File: config.mk
export PLATFORM = sky130hd
export DESIGN_NAME = instr_loader_flat
export DESIGN_NICKNAME = d
export VERILOG_FILES = /design/src/rtl/instr_loader_pkg.sv /design/src/rtl/instr_loader_if.sv /design/src/rtl/instr_loader_encode.sv /design/src/rtl/instr_loader.sv /design/src/flat_wrapper.sv
export SDC_FILE = /design/constraint.sdc
export NUM_CORES = 1
export LEC_CHECK = 0
export BUFFER_PORTS_ARGS = -buffer_cell sky130_fd_sc_hd__buf_2
export CORE_MARGIN = 3
export CORE_UTILIZATION = 56
export DETAILED_ROUTE_END_ITERATION = 10
export MAX_ROUTING_LAYER = met4
export PLACE_DENSITY = 0.93
export SETUP_SLACK_MARGIN = 0.3
export SYNTH_ARGS = -nofsm -noshare
export SYNTH_HDL_FRONTEND = slang
export SYNTH_SLANG_ARGS = --single-unit
File: constraint.sdc
create_clock -name clk -period 4.37 [get_ports clk]
set_input_delay 0.2185 -clock clk [delete_from_list [all_inputs] [get_ports clk]]
set_output_delay 0.2185 -clock clk [all_outputs]
set_load 0.03 [all_outputs]
File: src/rtl/instr_loader_pkg.sv
// Shared constants for the instruction loader: RV32I opcodes, request kind
// and ALU select codes, funct fields, and the loader FSM state type.
package instr_loader_pkg;

    localparam logic [6:0] OP_LOAD   = 7'b0000011;
    localparam logic [6:0] OP_STORE  = 7'b0100011;
    localparam logic [6:0] OP_OP     = 7'b0110011;
    localparam logic [6:0] OP_BRANCH = 7'b1100011;

    localparam logic [1:0] KIND_LW  = 2'b00;
    localparam logic [1:0] KIND_SW  = 2'b01;
    localparam logic [1:0] KIND_R   = 2'b10;
    localparam logic [1:0] KIND_BEQ = 2'b11;

    localparam logic [2:0] ALU_ADD = 3'b000;
    localparam logic [2:0] ALU_SUB = 3'b001;
    localparam logic [2:0] ALU_AND = 3'b010;
    localparam logic [2:0] ALU_OR  = 3'b011;
    localparam logic [2:0] ALU_SLT = 3'b100;

    localparam logic [2:0] F3_ADD_SUB = 3'b000;
    localparam logic [2:0] F3_AND     = 3'b111;
    localparam logic [2:0] F3_OR      = 3'b110;
    localparam logic [2:0] F3_SLT     = 3'b010;
    localparam logic [2:0] F3_WORD    = 3'b010;
    localparam logic [2:0] F3_BEQ     = 3'b000;

    localparam logic [6:0] F7_BASE = 7'b0000000;
    localparam logic [6:0] F7_SUB  = 7'b0100000;

    typedef enum logic [1:0] {
        ST_IDLE = 2'b00,
        ST_RUN  = 2'b01,
        ST_DONE = 2'b10
    } state_e;

endpackage

File: src/rtl/instr_loader_if.sv
// Request and instruction-memory write bundle between a source (master)
// and the loader (slave).
interface instr_loader_if #(
    parameter int CNT_W = 16
);
    logic             start;
    logic [31:0]      base_addr;
    logic             in_valid;
    logic             in_ready;
    logic [1:0]       kind;
    logic [2:0]       alu_sel;
    logic [4:0]       rd;
    logic [4:0]       rs1;
    logic [4:0]       rs2;
    logic [12:0]      imm;
    logic             last;
    logic             mem_we;
    logic [31:0]      mem_addr;
    logic [31:0]      mem_wdata;
    logic             err;
    logic             done;
    logic [CNT_W-1:0] count;

    modport master (
        output start, base_addr, in_valid, kind, alu_sel, rd, rs1, rs2, imm, last,
        input  in_ready, mem_we, mem_addr, mem_wdata, err, done, count
    );

    modport slave (
        input  start, base_addr, in_valid, kind, alu_sel, rd, rs1, rs2, imm, last,
        output in_ready, mem_we, mem_addr, mem_wdata, err, done, count
    );
endinterface

File: src/rtl/instr_loader_encode.sv
// Combinational RV32I field packer for lw/sw/R-type/beq requests; flags
// requests that have no legal encoding.
module rv_instr_encode
    import instr_loader_pkg::*;
(
    input  logic [1:0]  i_kind,
    input  logic [2:0]  i_alu_sel,
    input  logic [4:0]  i_rd,
    input  logic [4:0]  i_rs1,
    input  logic [4:0]  i_rs2,
    input  logic [12:0] i_imm,
    output logic [31:0] o_word,
    output logic        o_illegal
);
    logic [2:0] w_funct3;
    logic [6:0] w_funct7;

    always_comb begin
        // NOTE: every output gets a default first so no path leaves a latch.
        o_word    = '0;
        o_illegal = 1'b0;
        w_funct3  = F3_ADD_SUB;
        w_funct7  = (i_alu_sel == ALU_SUB) ? F7_SUB : F7_BASE;

        unique case (i_alu_sel)
            ALU_ADD, ALU_SUB: w_funct3 = F3_ADD_SUB;
            ALU_AND:          w_funct3 = F3_AND;
            ALU_OR:           w_funct3 = F3_OR;
            ALU_SLT:          w_funct3 = F3_SLT;
            default:          w_funct3 = F3_ADD_SUB;
        endcase

        unique case (i_kind)
            KIND_LW: o_word = {i_imm[11:0], i_rs1, F3_WORD, i_rd, OP_LOAD};
            KIND_SW: o_word = {i_imm[11:5], i_rs2, i_rs1, F3_WORD, i_imm[4:0], OP_STORE};
            KIND_R: begin
                o_word    = {w_funct7, i_rs2, i_rs1, w_funct3, i_rd, OP_OP};
                o_illegal = (i_alu_sel > ALU_SLT);
            end
            default: begin
                o_word    = {i_imm[12], i_imm[10:5], i_rs2, i_rs1, F3_BEQ,
                             i_imm[4:1], i_imm[11], OP_BRANCH};
                // Branch offsets are halfword multiples; an odd offset is unencodable.
                o_illegal = i_imm[0];
            end
        endcase
    end
endmodule

File: src/rtl/instr_loader.sv
// Streams encoded RV32I words into instruction memory from a base address,
// one request per cycle, with registered write outputs and session control.
module instr_loader
    import instr_loader_pkg::*;
#(
    parameter logic [31:0] RESET_ADDR = 32'h0000_0000,
    parameter int          CNT_W      = 16
) (
    input  logic           clk,
    input  logic           rst_n,
    instr_loader_if.slave  bus
);
    localparam logic [CNT_W-1:0] CNT_ONE = {{(CNT_W-1){1'b0}}, 1'b1};

    state_e           r_state;
    state_e           w_next;
    logic [31:0]      r_addr;
    logic [31:0]      r_mem_addr;
    logic [31:0]      r_mem_wdata;
    logic             r_mem_we;
    logic             r_err;
    logic [CNT_W-1:0] r_count;

    logic [31:0]      w_word;
    logic             w_illegal;
    logic             w_accept;
    logic             w_write;
    logic             w_reject;
    logic             w_ready;
    logic             w_done;

    rv_instr_encode u_encode (
        .i_kind    (bus.kind),
        .i_alu_sel (bus.alu_sel),
        .i_rd      (bus.rd),
        .i_rs1     (bus.rs1),
        .i_rs2     (bus.rs2),
        .i_imm     (bus.imm),
        .o_word    (w_word),
        .o_illegal (w_illegal)
    );

    assign w_accept = w_ready && bus.in_valid;
    assign w_write  = w_accept && !w_illegal;
    assign w_reject = w_accept && w_illegal;

    always_ff @(posedge clk or negedge rst_n) begin
        if (!rst_n) begin
            r_state <= ST_IDLE;
        end else begin
            // NOTE: sequential state uses <= so all flops update from pre-edge values.
            r_state <= w_next;
        end
    end

    always_comb begin
        w_next  = r_state;
        w_ready = 1'b0;
        w_done  = 1'b0;
        unique case (r_state)
            ST_IDLE: if (bus.start) w_next = ST_RUN;
            ST_RUN: begin
                w_ready = 1'b1;
                if (w_accept && bus.last) w_next = ST_DONE;
            end
            ST_DONE: begin
                w_done = 1'b1;
                w_next = ST_IDLE;
            end
            default: w_next = ST_IDLE;
        endcase
    end

    always_ff @(posedge clk or negedge rst_n) begin
        if (!rst_n) begin
            r_addr      <= RESET_ADDR;
            r_count     <= '0;
            r_mem_we    <= 1'b0;
            r_err       <= 1'b0;
            r_mem_addr  <= RESET_ADDR;
            r_mem_wdata <= '0;
        end else begin
            r_mem_we <= w_write;
            r_err    <= w_reject;
            if (r_state == ST_IDLE && bus.start) begin
                r_addr  <= bus.base_addr;
                r_count <= '0;
            end
            // Rejected requests leave address, count and the write bus untouched.
            if (w_write) begin
                r_mem_addr  <= r_addr;
                r_mem_wdata <= w_word;
                r_addr      <= r_addr + 32'd4;
                if (r_count != '1) r_count <= r_count + CNT_ONE;
            end
        end
    end

    assign bus.in_ready  = w_ready;
    assign bus.done      = w_done;
    assign bus.mem_we    = r_mem_we;
    assign bus.err       = r_err;
    assign bus.mem_addr  = r_mem_addr;
    assign bus.mem_wdata = r_mem_wdata;
    assign bus.count     = r_count;
endmodule

File: src/flat_wrapper.sv
// flat-port wrapper written by rule: the top's interface ports become plain ports
module instr_loader_flat import instr_loader_pkg::*;
#(
    parameter logic [31:0] RESET_ADDR = 32'h0000_0000,
    parameter int          CNT_W      = 16
)
  (clk, rst_n, bus_start, bus_base_addr, bus_in_valid, bus_kind, bus_alu_sel, bus_rd, bus_rs1, bus_rs2, bus_imm, bus_last, bus_in_ready, bus_mem_we, bus_mem_addr, bus_mem_wdata, bus_err, bus_done, bus_count);
  instr_loader_if #(.CNT_W(CNT_W)) bus_i ();
  input  logic clk;
  input  logic rst_n;
  input wire logic [$bits(bus_i.start)-1:0] bus_start;
  input wire logic [$bits(bus_i.base_addr)-1:0] bus_base_addr;
  input wire logic [$bits(bus_i.in_valid)-1:0] bus_in_valid;
  input wire logic [$bits(bus_i.kind)-1:0] bus_kind;
  input wire logic [$bits(bus_i.alu_sel)-1:0] bus_alu_sel;
  input wire logic [$bits(bus_i.rd)-1:0] bus_rd;
  input wire logic [$bits(bus_i.rs1)-1:0] bus_rs1;
  input wire logic [$bits(bus_i.rs2)-1:0] bus_rs2;
  input wire logic [$bits(bus_i.imm)-1:0] bus_imm;
  input wire logic [$bits(bus_i.last)-1:0] bus_last;
  output wire logic [$bits(bus_i.in_ready)-1:0] bus_in_ready;
  output wire logic [$bits(bus_i.mem_we)-1:0] bus_mem_we;
  output wire logic [$bits(bus_i.mem_addr)-1:0] bus_mem_addr;
  output wire logic [$bits(bus_i.mem_wdata)-1:0] bus_mem_wdata;
  output wire logic [$bits(bus_i.err)-1:0] bus_err;
  output wire logic [$bits(bus_i.done)-1:0] bus_done;
  output wire logic [$bits(bus_i.count)-1:0] bus_count;
  assign bus_i.start = bus_start;
  assign bus_i.base_addr = bus_base_addr;
  assign bus_i.in_valid = bus_in_valid;
  assign bus_i.kind = bus_kind;
  assign bus_i.alu_sel = bus_alu_sel;
  assign bus_i.rd = bus_rd;
  assign bus_i.rs1 = bus_rs1;
  assign bus_i.rs2 = bus_rs2;
  assign bus_i.imm = bus_imm;
  assign bus_i.last = bus_last;
  assign bus_in_ready = bus_i.in_ready;
  assign bus_mem_we = bus_i.mem_we;
  assign bus_mem_addr = bus_i.mem_addr;
  assign bus_mem_wdata = bus_i.mem_wdata;
  assign bus_err = bus_i.err;
  assign bus_done = bus_i.done;
  assign bus_count = bus_i.count;
  instr_loader #(.RESET_ADDR(RESET_ADDR), .CNT_W(CNT_W)) u_core (.clk(clk), .rst_n(rst_n), .bus(bus_i));
endmodule
==> Yosys cells after proc, flatten, opt, wreduce, memory -nomap -nowiden <==
Index checks and enable logic that the tools add are counted.
{ "op_classes": {"addsub": 2, "magnitude_cmp": 1, "eq_ne": 11, "mux": 14, "n_reduce_logical": 11} }
{ "ops": {"columns": ["op", "n"], "rows": [
  ["32-bit one-hot mux with 3 select lines", 1],
  ["32-bit two-way mux", 2],
  ["16-bit two-way mux", 3],
  ["32-bit by 3-bit adder with 32-bit output, second input constant", 1],
  ["16-bit by 1-bit adder with 16-bit output, second input constant", 1],
  ["16-bit inequality test, second input constant", 1],
  ["3-bit one-hot mux with 3 select lines", 1],
  ["3-bit by 2-bit equality test with 1-bit output, second input constant", 2],
  ["6-bit two-way mux", 1],
  ["1-bit logical AND", 5],
  ["2-bit by 1-bit equality test with 1-bit output, second input constant", 2],
  ["2-bit equality test, second input constant", 2],
  ["2-bit zero test", 2],
  ["2-bit two-way mux", 2],
  ["2-bit one-hot mux with 2 select lines", 1],
  ["3-bit by 1-bit equality test with 1-bit output, second input constant", 1],
  ["3-bit equality test, second input constant", 1],
  ["3-bit > comparator, second input constant", 1],
  ["1-bit two-way mux", 2],
  ["2-bit by 1-bit inequality test with 1-bit output, second input constant", 1],
  ["2-bit inequality test, second input constant", 1],
  ["1-bit one-hot mux with 2 select lines", 1],
  ["2-bit AND reduction", 1],
  ["2-bit nonzero test", 1],
  ["other kinds (2)", 2]
]} }
{ "word_totals": {"register_bits": 116, "in_bits": 70, "output_inout_bits": 84} }

==> Logic depth before layout (Yosys ltp) <==
Gate-level depths: netlist (run 1).
{ "logic_depth": {"depth_word": 6, "ltp_mapped": 9, "ltp_nobuf": 6} }

==> Hierarchy <==
Synthesis (run 1) repeated with hierarchy kept, for this count alone.
{ "hier_totals": {"hier_cells": 626, "area_unflattened_um2": 5580.4} }
{ "by_module_without_submodules": {"columns": ["module", "instances", "cells_per_inst", "area_each_um2", "seq_area_each_um2"], "rows": [
  ["instr_loader", 1, 576, 5223.8, 2902.8],
  ["rv_instr_encode", 1, 50, 356.6, 0.0]
]} }

==> Worst setup path after synthesis (run 1) <==
No wires, ideal clock.
{ "synth_path": {"path_kind": "reg2reg", "start": "reg u_core.r_count[0] (netlist: u_core.bus.count[0])", "end": "reg u_core.r_count[15] (netlist: u_core.bus.count[15])", "setup_time_ns": 0.082, "t_arrival_ns": 2.056, "slack_ns": 2.233, "path_stages_with_launch": 10, "path_cell_list": "dfrtp_1 -> ha_1 -> and4_1 -> clkbuf_1 -> and4_1 -> buf_2 -> nand2b_1 -> buf_6 -> nor4_4 -> mux2i_1"} }
{ "synth_between": {"elab_chain_cells": 3, "elab_cells_between_ends": 4} }
{ "synth_lines": {"columns": ["element", "line", "source"], "rows": [
  ["start, declared", "instr_loader.sv:22", "logic [CNT_W-1:0] r_count;"],
  ["start signal, assigned", "instr_loader.sv:94", "if (r_count != '1) r_count <= r_count + CNT_ONE;"],
  ["16-bit by 1-bit adder with 16-bit output or 16-bit inequality test (tied branches)", "instr_loader.sv:94", null],
  ["16-bit two-way mux (*)", "instr_loader.sv:94", null],
  ["16-bit two-way mux (*)", "instr_loader.sv:90", "if (w_write) begin"]
]} }
Mark *: on every way between the ends. The rest lies on a longest branch, timed or not.
A chain may end at the register's enable or synchronous reset.

==> Final worst setup path (run 1) <==
{ "layout_path": {"start": "reg u_core.r_addr[8]", "end": "reg u_core.r_addr[19]"} }
{ "layout_between": {"elab_chain_cells": 2} }
{ "layout_lines": {"columns": ["element", "line", "source"], "rows": [
  ["start, declared", "instr_loader.sv:17", "logic [31:0] r_addr;"],
  ["start signal, assigned", "instr_loader.sv:86", "r_addr <= bus.base_addr;"],
  ["start signal, assigned", "instr_loader.sv:93", "r_addr <= r_addr + 32'd4;"],
  ["32-bit by 3-bit adder with 32-bit output", "instr_loader.sv:93", null],
  ["32-bit two-way mux", "instr_loader.sv:90", null]
]} }
Every way passes these cells.

==> results of run 1 <==
==> kinds of logic (layout without fill, tap and decap cells) <==
kind of cell | Yosys count | in the layout | share of synthesized area (%)
other | 1 | 2 | 0.06949
DFF | 113 | 113 | 52.40
and+or+nand+nor | 322 | 322 | 27.52
muxes | 22 | 22 | 4.104
xor gates and xnor gates | 6 | 6 | 0.9738
adders and majority gates | 2 | 2 | 0.4636
AOI/OAI and AO/OA | 81 | 81 | 10.64
buffers and inverters | 41 | 239 | 3.826
==> cell type report <==
class / instances / area [um^2] / area share (%)
Tap cell: 129 / 161.4 / 2.233
Multi-Input combinational cell: 435 / 2366 / 32.73
Sequential cell: 113 / 2828 / 39.12
Clock inverter: 6 / 80.08 / 1.108
Clock buffer: 23 / 486.7 / 6.734
Inverter: 6 / 25.02 / 0.3462
Timing Repair Buffer: 204 / 1281 / 17.73
==> metal layers <==
| layer | vias to the layer above | wire length (um) | track usage [%] |
|---|---|---|---|
| met5 | - | 0 | - |
| met4 | 0 | 752 | 16.81 |
| met3 | 59 | 1073 | 7.200 |
| met2 | 301 | 7755 | 49.63 |
| met1 | 2533 | 6000 | 35.55 |
| li1 | 2418 | - | - |
==> worst max path at each step <==
stage          depth (start not counted)                    to  slack [ps]                 from
3_3_place_gp                           7     u_core.r_addr[26]        1980          bus_kind[0]
5_1_grt                                6     u_core.r_addr[22]        1780    u_core.r_state[1]
4_1_cts                                6  u_core.bus.count[13]        2040    u_core.r_state[1]
3_5_place_dp                           7  u_core.bus.count[13]        1840          bus_kind[0]
6_report                               5     u_core.r_addr[19]        1980     u_core.r_addr[8]
2_1_floorplan                          9  u_core.bus.count[15]        2230  u_core.bus.count[0]
==> flip-flops by register name (all words and copies together) (netlist names) <==
| register | cells |
|---|---|
| u_core.bus.err | 1 |
| u_core.bus.mem_wdata | 29 |
| u_core.bus.mem_we | 1 |
| u_core.bus.mem_addr | 32 |
| u_core.r_state | 2 |
| u_core.bus.count | 16 |
| u_core.r_addr | 32 |
==> synthesized netlist by cell type, drive strengths merged (2+ instances only) <==
library cell / count
a22oi: 6
xnor2: 4
ha: 2
o21ai: 28
xor2: 2
mux2i: 21
and4: 5
buf: 25
a21oi: 2
nand2b: 5
nor4: 5
inv: 6
and2: 7
and3: 6
a31oi: 4
o41ai: 2
a31o: 2
nor2b: 3
nor3: 7
o311ai: 7
nor2: 26
or4: 2
nand2: 196
nand4: 14
nand3: 39
or2: 2
or3: 3
a21o: 4
dfrtp: 113
o211ai: 15
clkbuf: 10
==> timing repair <==
item                      in CTS  in global routing
setup buffers                  0                  0
resized for setup              0                  0
hold endpoints to repair     123                  0
hold buffers                  50                  0
==> report_power, final <==
part           switching [mW]  total [mW]  internal, mW
clock network           0.457        1.33         0.872
logic                    1.28        1.83         0.547
registers               0.381        1.85          1.47
total                    2.12        5.01          2.89
==> per-stage QoR <==
stage               cells  area, um^2
floorplan             589        5400
global placement      837        6161
detailed placement    837        6161
CTS                   916        7228
global route          916        7228
finish                916        7228
==> worst max-delay path: cells and delay by family (launching register included) <==
kind	cells	cell delay [ps]
AO/OA/AOI/OAI	2	440
flip-flops	1	470
AND/OR/NAND/NOR	3	1360
==> flow_summary.toml, run 1 <==
[timing]
whs_ps = 21.11
setup_ws_ps = 1978
fin_setup_tns_ps = 0
finalHoldViolations = 0
fmax_ghz = 0.4181
tightest_slew_ps = 1221
setup_violations = 0
slew_headroom_pct = 18.42
fin_crit_sh_pct = 54.73
rsz0062_at_grt = "no"
drv_slew = 0
period_needed_ps = 2392
finClkSkew_ps = 10.82

[global_routing]
antenna_found_initial = 0
grt_max_degree = 96
first_global_vias = 5394
grt_first_pass_wirelength_um = 26130
track_usage_pct = 30.69
overflow = 0

[synthesis]
synthArstFlopShare_pct = 100.0
netlist_instances = 588
yosys.area.top_type_share_pct = 52.40
yosysSeqAreaShare_pct = 52.40
synth_edf_count = 0
syn_area_um2 = 5396
synthTopCellsByArea = "dfrtp_1 (52%), nand2_1 (14%), mux2i_1 (3.9%)"
synth_top_area_cell = "dfrtp_1"
synth_seq_cells = 113
synth_cell_types = 58
synth_area_per_cell_um2 = 9.178
yosysWarnings = 0
synthFlopType = "dfrtp_1"

[setup_path]
timing_worst_setup_path_type = "reg -> reg"
crit_slowest_cell = "nor4_2"
required_ps = 4750
cp_data_arrival_time_ps = 2770
timing.rr.start = "u_core.r_addr[8]"
slowest_delay_ps = 660
reg2reg_to = "u_core.r_addr[19]"
r2r_setup_slack_ps = 1980
r2r_cells = 5
end_kind = "flop"
cp_cell_sequence = "nand4_1, nor4_2, nand2_1, o211ai_1, o311ai_1"
crit_fanout = 11
start_kind = "flop"

[routing]
viasPerCell = 5.798
vias = 5311
ant_nets = 0
first_pass_iters = 5
drcViolationCount = 0
drt_first_iter_violations = 394
routedWlPerCell_um = 17.01
wl_um = 15580

[placement]
place_ws_ps = 1845
io_buffers = 151
gp_congestion = 0.8669
dp_hpwl_um = 9179

[floorplan]
die_h_um = 104.2
rows = 35
core_area_um2 = 9284
die_w_um = 104.2
dieArea_um2 = 10850
initial_core_util_pct = 58.13
ios = 154

[final_layout]
layout_common_cells = "nand2_1 (196), buf_2 (150), dfrtp_1 (113)"
n_fill_cell = 626
final_util_pct = 77.86
area_growth_pct = 33.94
nets = 849
layout_commonest_cell = "nand2_1"
antenna_cells = 0
drive_gt1_share_pct = 24.90

[clock_tree]
htree_levels = 4
cts_tree = "built"
cts-root-buf = "clkbuf_8"
cts_made_buffers = 17
clkTransAtPathRegs_ps = 60
clock_latency_ps = 510
cts_buffer_depth = 2
cts.sinks = 113

[power]
leakage_nw = 3.665
powerDensity_nw_per_um2 = 692.9
peakVddDrop_mv = 0.4865
p_total_mw = 5.008

[min_path]
hold_end = "u_core.bus.mem_wdata[11]"
hold_path_class = "in -> reg"
hold_depth = 3
hold_start = "bus_rd[4]"

[job]
cap_violations = 0

[status]
status = "completed"
(Power assumes the default switching activity.)
==> inputs of run 2 (changes only) <==
--- a/config.mk
+++ b/config.mk
@@ -7,10 +7,10 @@
 export LEC_CHECK = 0
 export BUFFER_PORTS_ARGS = -buffer_cell sky130_fd_sc_hd__buf_2
 export CORE_MARGIN = 3
-export CORE_UTILIZATION = 56
+export CORE_UTILIZATION = 52
 export DETAILED_ROUTE_END_ITERATION = 10
 export MAX_ROUTING_LAYER = met4
-export PLACE_DENSITY = 0.93
+export PLACE_DENSITY = 0.88
 export SETUP_SLACK_MARGIN = 0.3
 export SYNTH_ARGS = -nofsm -noshare
 export SYNTH_HDL_FRONTEND = slang
==> constraint.sdc (replaced) <==
create_clock -name clk -period 2.4 [get_ports clk]
set_input_delay 0.12 -clock clk [delete_from_list [all_inputs] [get_ports clk]]
set_output_delay 0.12 -clock clk [all_outputs]
set_load 0.03 [all_outputs]
==> run 2 against run 1 <==
  * Sequential share of layout area shrank 1.7 points
  * Final cell count grew 4.0%
  * Register-to-register slack lost 1700 ps
  * Critical path depth grew 4
  * Flip-flop and latch count is the same
  * Clock power grew 79%
  * Power grew 82%
  * Count of clock-buffer cells in the layout shrank 1
  * Critical path type is now in -> reg
  * Utilization shrank 1.5 points
  * Via count grew 1.3%
==> flow_summary.toml, run 2 (synthesized netlist as in run 1, its figures left out) <==
[floorplan]
rows = 36
dieArea_um2 = 11640
die_w_um = 107.9
initial_core_util_pct = 54.46
die_h_um = 107.9
ios = 154
core_area_um2 = 9910

[routing]
wl_um = 16060
vias = 5382
first_pass_iters = 5
drcViolationCount = 0
viasPerCell = 5.647
ant_nets = 0
drt_first_iter_violations = 571
routedWlPerCell_um = 16.85

[timing]
tightest_slew_ps = 843.0
period_needed_ps = 2170
slew_headroom_pct = 43.66
setup_violations = 0
finalHoldViolations = 0
finClkSkew_ps = 10.43
fin_setup_tns_ps = 0
setup_ws_ps = 229.6
rsz0062_at_grt = "yes"
whs_ps = 16.81
drv_slew = 0
fin_crit_sh_pct = 90.43
fmax_ghz = 0.4607

[placement]
dp_hpwl_um = 9554
place_ws_ps = 271.5
io_buffers = 151
placed_cell_area_um2 = 6246
gp_congestion = 0.8492

[global_routing]
antenna_found_initial = 0
grt_first_pass_wirelength_um = 25560
overflow = 0
track_usage_pct = 29.19
grt_max_degree = 96
first_global_vias = 5247

[min_path]
hold_path_class = "in -> reg"

[final_layout]
nets = 879
layout_common_cells = "nand2_1 (196), buf_2 (150), dfrtp_1 (111)"
final_cell_area_um2 = 7564
area_growth_pct = 40.16
layout_commonest_cell = "nand2_1"
drive_gt1_share_pct = 25.52

[clock_tree]
cts_tree = "built"
clkTransAtPathRegs_ps = 60
cts.sinks = 113
cts_buffer_depth = 2
cts-root-buf = "clkbuf_8"
clock_latency_ps = 520
htree_levels = 4
cts_made_buffers = 17

[power]
powerDensity_nw_per_um2 = 1207
peakVddDrop_mv = 0.7950
p_total_mw = 9.129
leakage_nw = 3.813

[setup_path]
start_kind = "input port"
required_ps = 2770
cp_data_arrival_time_ps = 2540
crit_fanout = 30
timing_worst_setup_path_type = "in -> reg"
end_kind = "flop"

[job]
cap_violations = 0

[status]
status = "completed"
run 2: changes by cell type in the layout (fill, tap and decap cells not counted), moves of 2 or more:
cell / change
dlygate4sd3_1: +22
buf_4: +5
clkinv_4: +4
clkbuf_8: -3
buf_12: +2
clkbuf_1: +2
dfrtp_1: -2
dfrtp_2: +2
run 2: report_power, final:
part | internal, mW | leakage [nW] | switching, mW | total, mW
registers | 2.68 | 1.43 | 0.664 | 3.34
logic | 1.07 | 2.11 | 2.34 | 3.41
clock network | 1.52 | 0.275 | 0.855 | 2.38
run 2: per-layer routing:
layer	part of all wire, %	track usage, %	vias to the layer above	wire length, um
met1	38	33.93	2566	6146
met3	7.5	6.599	59	1202
met5	0	-	-	0
li1	-	-	2473	-
met2	51	48.80	284	8154
met4	3.5	12.53	0	556
run 2: cell type report:
| cell class | instances | area, um^2 |
|---|---|---|
| clock inverters | 9 | 108.9 |
| well taps | 133 | 166.4 |
| inverters | 6 | 27.53 |
| fillers | 622 | 2346 |
| multi-input cells | 435 | 2385 |
| repair buffers | 234 | 1590 |
| diodes | 1 | 2.502 |
| flip-flops and latches | 113 | 2830 |
| clock buffers | 22 | 452.9 |
run 2: what timing repair did:
| action | in CTS | in global routing |
|---|---|---|
| setup buffers | 0 | 1 |
| pin swaps | 0 | 1 |
| endpoints found under the hold margin | 116 | 0 |
| hold buffers | 72 | 0 |
| resized for setup | 2 | 5 |
| endpoints found under the setup margin | 4 | 15 |
run 2: worst max-delay path, stage by stage:
cell,delay (ps)
dlygate4sd3_1,540
buf_2,140
o21ai_0,400
o2111ai_4,200
clkinv_4,240
buf_6,240
nand2_1,150
o211ai_1,280
o311ai_1,200
run 2: final timing paths:
path | cells after the start | from | end | slack, ps
worst min register to register | 2 | u_core.bus.mem_wdata[28] | u_core.bus.mem_wdata[28] | 470
worst max-delay path | 9 | bus_alu_sel[1] | u_core.r_addr[19] | 230
worst max register to register | 7 | u_core.r_state[1] | u_core.r_addr[19] | 250
min in group asynchronous | 2 | rst_n | u_core.bus.mem_wdata[18] | 230
max in group asynchronous | 3 | rst_n | u_core.bus.mem_addr[0] | 1460
worst min-delay path | 3 | bus_kind[0] | u_core.bus.mem_wdata[6] | 20
run 2: stage by stage:
| stage | util [%] | instances |
|---|---|---|
| after floorplan | - | 589 |
| after global placement | 63.03 | 848 |
| after detailed placement | 63.03 | 848 |
| after CTS | 76.02 | 951 |
| after global routing | 76.30 | 952 |
| final | 76.33 | 953 |
==> inputs of run 3 (changes only) <==
--- a/config.mk
+++ b/config.mk
@@ -11,6 +11,7 @@
 export DETAILED_ROUTE_END_ITERATION = 10
 export MAX_ROUTING_LAYER = met4
 export PLACE_DENSITY = 0.88
+export REMOVE_ABC_BUFFERS = 1
 export SETUP_SLACK_MARGIN = 0.3
 export SYNTH_ARGS = -nofsm -noshare
 export SYNTH_HDL_FRONTEND = slang
==> run 3 against run 2 <==
  * Sequential power grew 2%
  * Utilization increased by 0.71 points
  * Critical path type unchanged
  * Combinational power is 4% higher
  * Count of clock-buffer cells in the layout is 1 lower
  * Critical path depth fell by 1
  * Critical endpoint is now u_core.r_addr[22]
  * Final area grew 0.93%
  * Largest cell class unchanged
  * Flip-flop and latch count did not move
  * Hold slack better by 43 ps
  * Routed wire length up 14%
  * Worst setup slack better by 69 ps
==> flow_summary.toml, run 3 (synthesized netlist as in run 1, its figures left out) <==
[status]
status = "completed"

[setup_path]
cp_data_arrival_time_ps = 2510
start_kind = "input port"
timing.rr.start = "u_core.r_addr[12]"
required_ps = 2800
end_kind = "flop"
r2r_setup_slack_ps = 350
slowest_delay_ps = 660
crit_slowest_cell = "nor2_1"
reg2reg_to = "u_core.r_addr[26]"
r2r_cells = 5
crit_fanout = 11
timing_worst_setup_path_type = "in -> reg"
cp_cell_sequence = "dlygate4sd3_1, buf_2, nand2b_1, o2111ai_4, clkinv_4, nor2_1, o21ai_0, o311ai_0"

[routing]
routedWlPerCell_um = 19.23
viasPerCell = 5.974
drt_first_iter_violations = 580
drcViolationCount = 0
wl_um = 18360
vias = 5705
wl_met2_um = 9343
top_layer = "met4"
wl_met1_um = 6577
wl_met3_um = 1217
ant_nets = 0
first_pass_iters = 7

[timing]
whs_ps = 60.13
tightest_slew_ps = 816.2
drv_slew = 0
fmax_ghz = 0.4759
period_needed_ps = 2101
setup_violations = 0
rsz0062_at_grt = "yes"
finClkSkew_ps = 10.44
slew_headroom_pct = 45.39
fin_crit_sh_pct = 87.56
finalHoldViolations = 0
setup_ws_ps = 298.6

[placement]
placed_cell_area_um2 = 6246
place_ws_ps = 307.6
dp_hpwl_um = 9908
gp_congestion = 0.9153
io_buffers = 151
dp_cells = 850

[final_layout]
final_util_pct = 77.03
nets = 881
layout_commonest_cell = "nand2_1"
layout_common_cells = "nand2_1 (196), buf_2 (150), dfrtp_1 (113)"
area_growth_pct = 41.46
n_fill_cell = 605
final_cell_area_um2 = 7634
antenna_cells = 0
drive_gt1_share_pct = 26.28
stdcell_count = 955

[power]
switching_share_pct = 42.45
switching_power_mw = 4.073
leakage_nw = 3.871
p_clk_share_pct = 27.5
powerDensity_nw_per_um2 = 1257
power_frac_seq_pct = 35.5
peakVddDrop_mv = 0.7789
p_int_mw = 5.523
combPwrFrac_pct = 37.0

[min_path]
hold_start = "bus_imm[11]"
hold_end = "u_core.bus.mem_wdata[31]"
hold_depth = 4
hold_path_class = "in -> reg"

[global_routing]
first_global_vias = 5740
track_usage_pct = 32.78
antenna_found_initial = 0
overflow = 0
grt_first_pass_wirelength_um = 28760
grt_max_degree = 54

[clock_tree]
cts_made_buffers = 17
clock_latency_ps = 520
cts.sinks = 113
cts_tree = "built"
cts-root-buf = "clkbuf_8"
htree_levels = 4
cts_buffer_depth = 2
clkTransAtPathRegs_ps = 60

[floorplan]
initial_core_util_pct = 54.46
die_h_um = 107.9
core_area_um2 = 9910
ios = 154
rows = 36
dieArea_um2 = 11640
die_w_um = 107.9

[job]
cap_violations = 0
[run 3: cell types whose count changed in the layout (fill, tap and decap cells not counted), sizes merged]
cell	before	now
clkinvlp	1	0
clkbuf	22	21
buf	162	165
clkinv	7	8
dlygate4sd3	72	71
bufinv	2	4
diode	1	0
[run 3: stage by stage]
step	total power [mW]	TNS [ps]
after floorplan	5.408	-33570
after global placement	6.428	0
after detailed placement	6.582	0
after CTS	9.347	0
after global routing	10.07	0
final	9.596	0
[run 3: power groups by stage]
| stage | combinational [mW] | clock (mW) | sequential (mW) |
|---|---|---|---|
| 2_1_floorplan | 1.20 | 0 | 4.21 |
| 3_3_place_gp | 3.15 | 0 | 3.28 |
| 3_5_place_dp | 3.25 | 0 | 3.33 |
| 4_1_cts | 3.40 | 2.62 | 3.32 |
| 5_1_grt | 3.83 | 2.75 | 3.49 |
| 6_report | 3.55 | 2.64 | 3.40 |
[run 3: how the worst max path moves through the flow]
stage / end / startpoint / cells after the start
5_1_grt: u_core.r_addr[22] / bus_kind[1] / 8
2_1_floorplan: u_core.r_addr[26] / u_core.r_state[1] / 6
3_5_place_dp: u_core.bus.count[14] / u_core.bus.count[0] / 6
3_3_place_gp: u_core.bus.count[14] / u_core.r_state[1] / 7
4_1_cts: u_core.bus.count[13] / u_core.bus.count[0] / 6
6_report: u_core.r_addr[22] / bus_kind[1] / 8
[run 3: final cells by class]
cell class                 instances  area (um^2)  area share [%]
inverter                           6        27.53          0.3606
multi-input combinational        435         2404           31.49
timing repair buffer             236         1590           20.83
tap                              133        166.4           2.180
clock inverter                    11        158.9           2.082
clock buffer                      21        459.2           6.015
sequential                       113         2828           37.04
[run 3: timing repair]
action / in CTS / in global routing
endpoints found under the hold margin: 109 / 0
setup endpoints to repair: 4 / 23
gates resized for setup: 2 / 11
pin swaps: 0 / 1
cloned: 0 / 0
hold buffers: 71 / 0
buffers inserted: 0 / 2
[run 3: per-layer routing]
metal  up-vias  GRT usage, %
met5         -             -
met4         0         21.01
met3       115         6.539
met2       384         53.02
met1      2725         37.21
li1       2481             -
[run 3: worst max-delay path, delay by kind of cell]
family                 cells  cell delay, ps
buffers and inverters      3             880
AND/OR/NAND/NOR            2             830
AO/OA/AOI/OAI              3             680
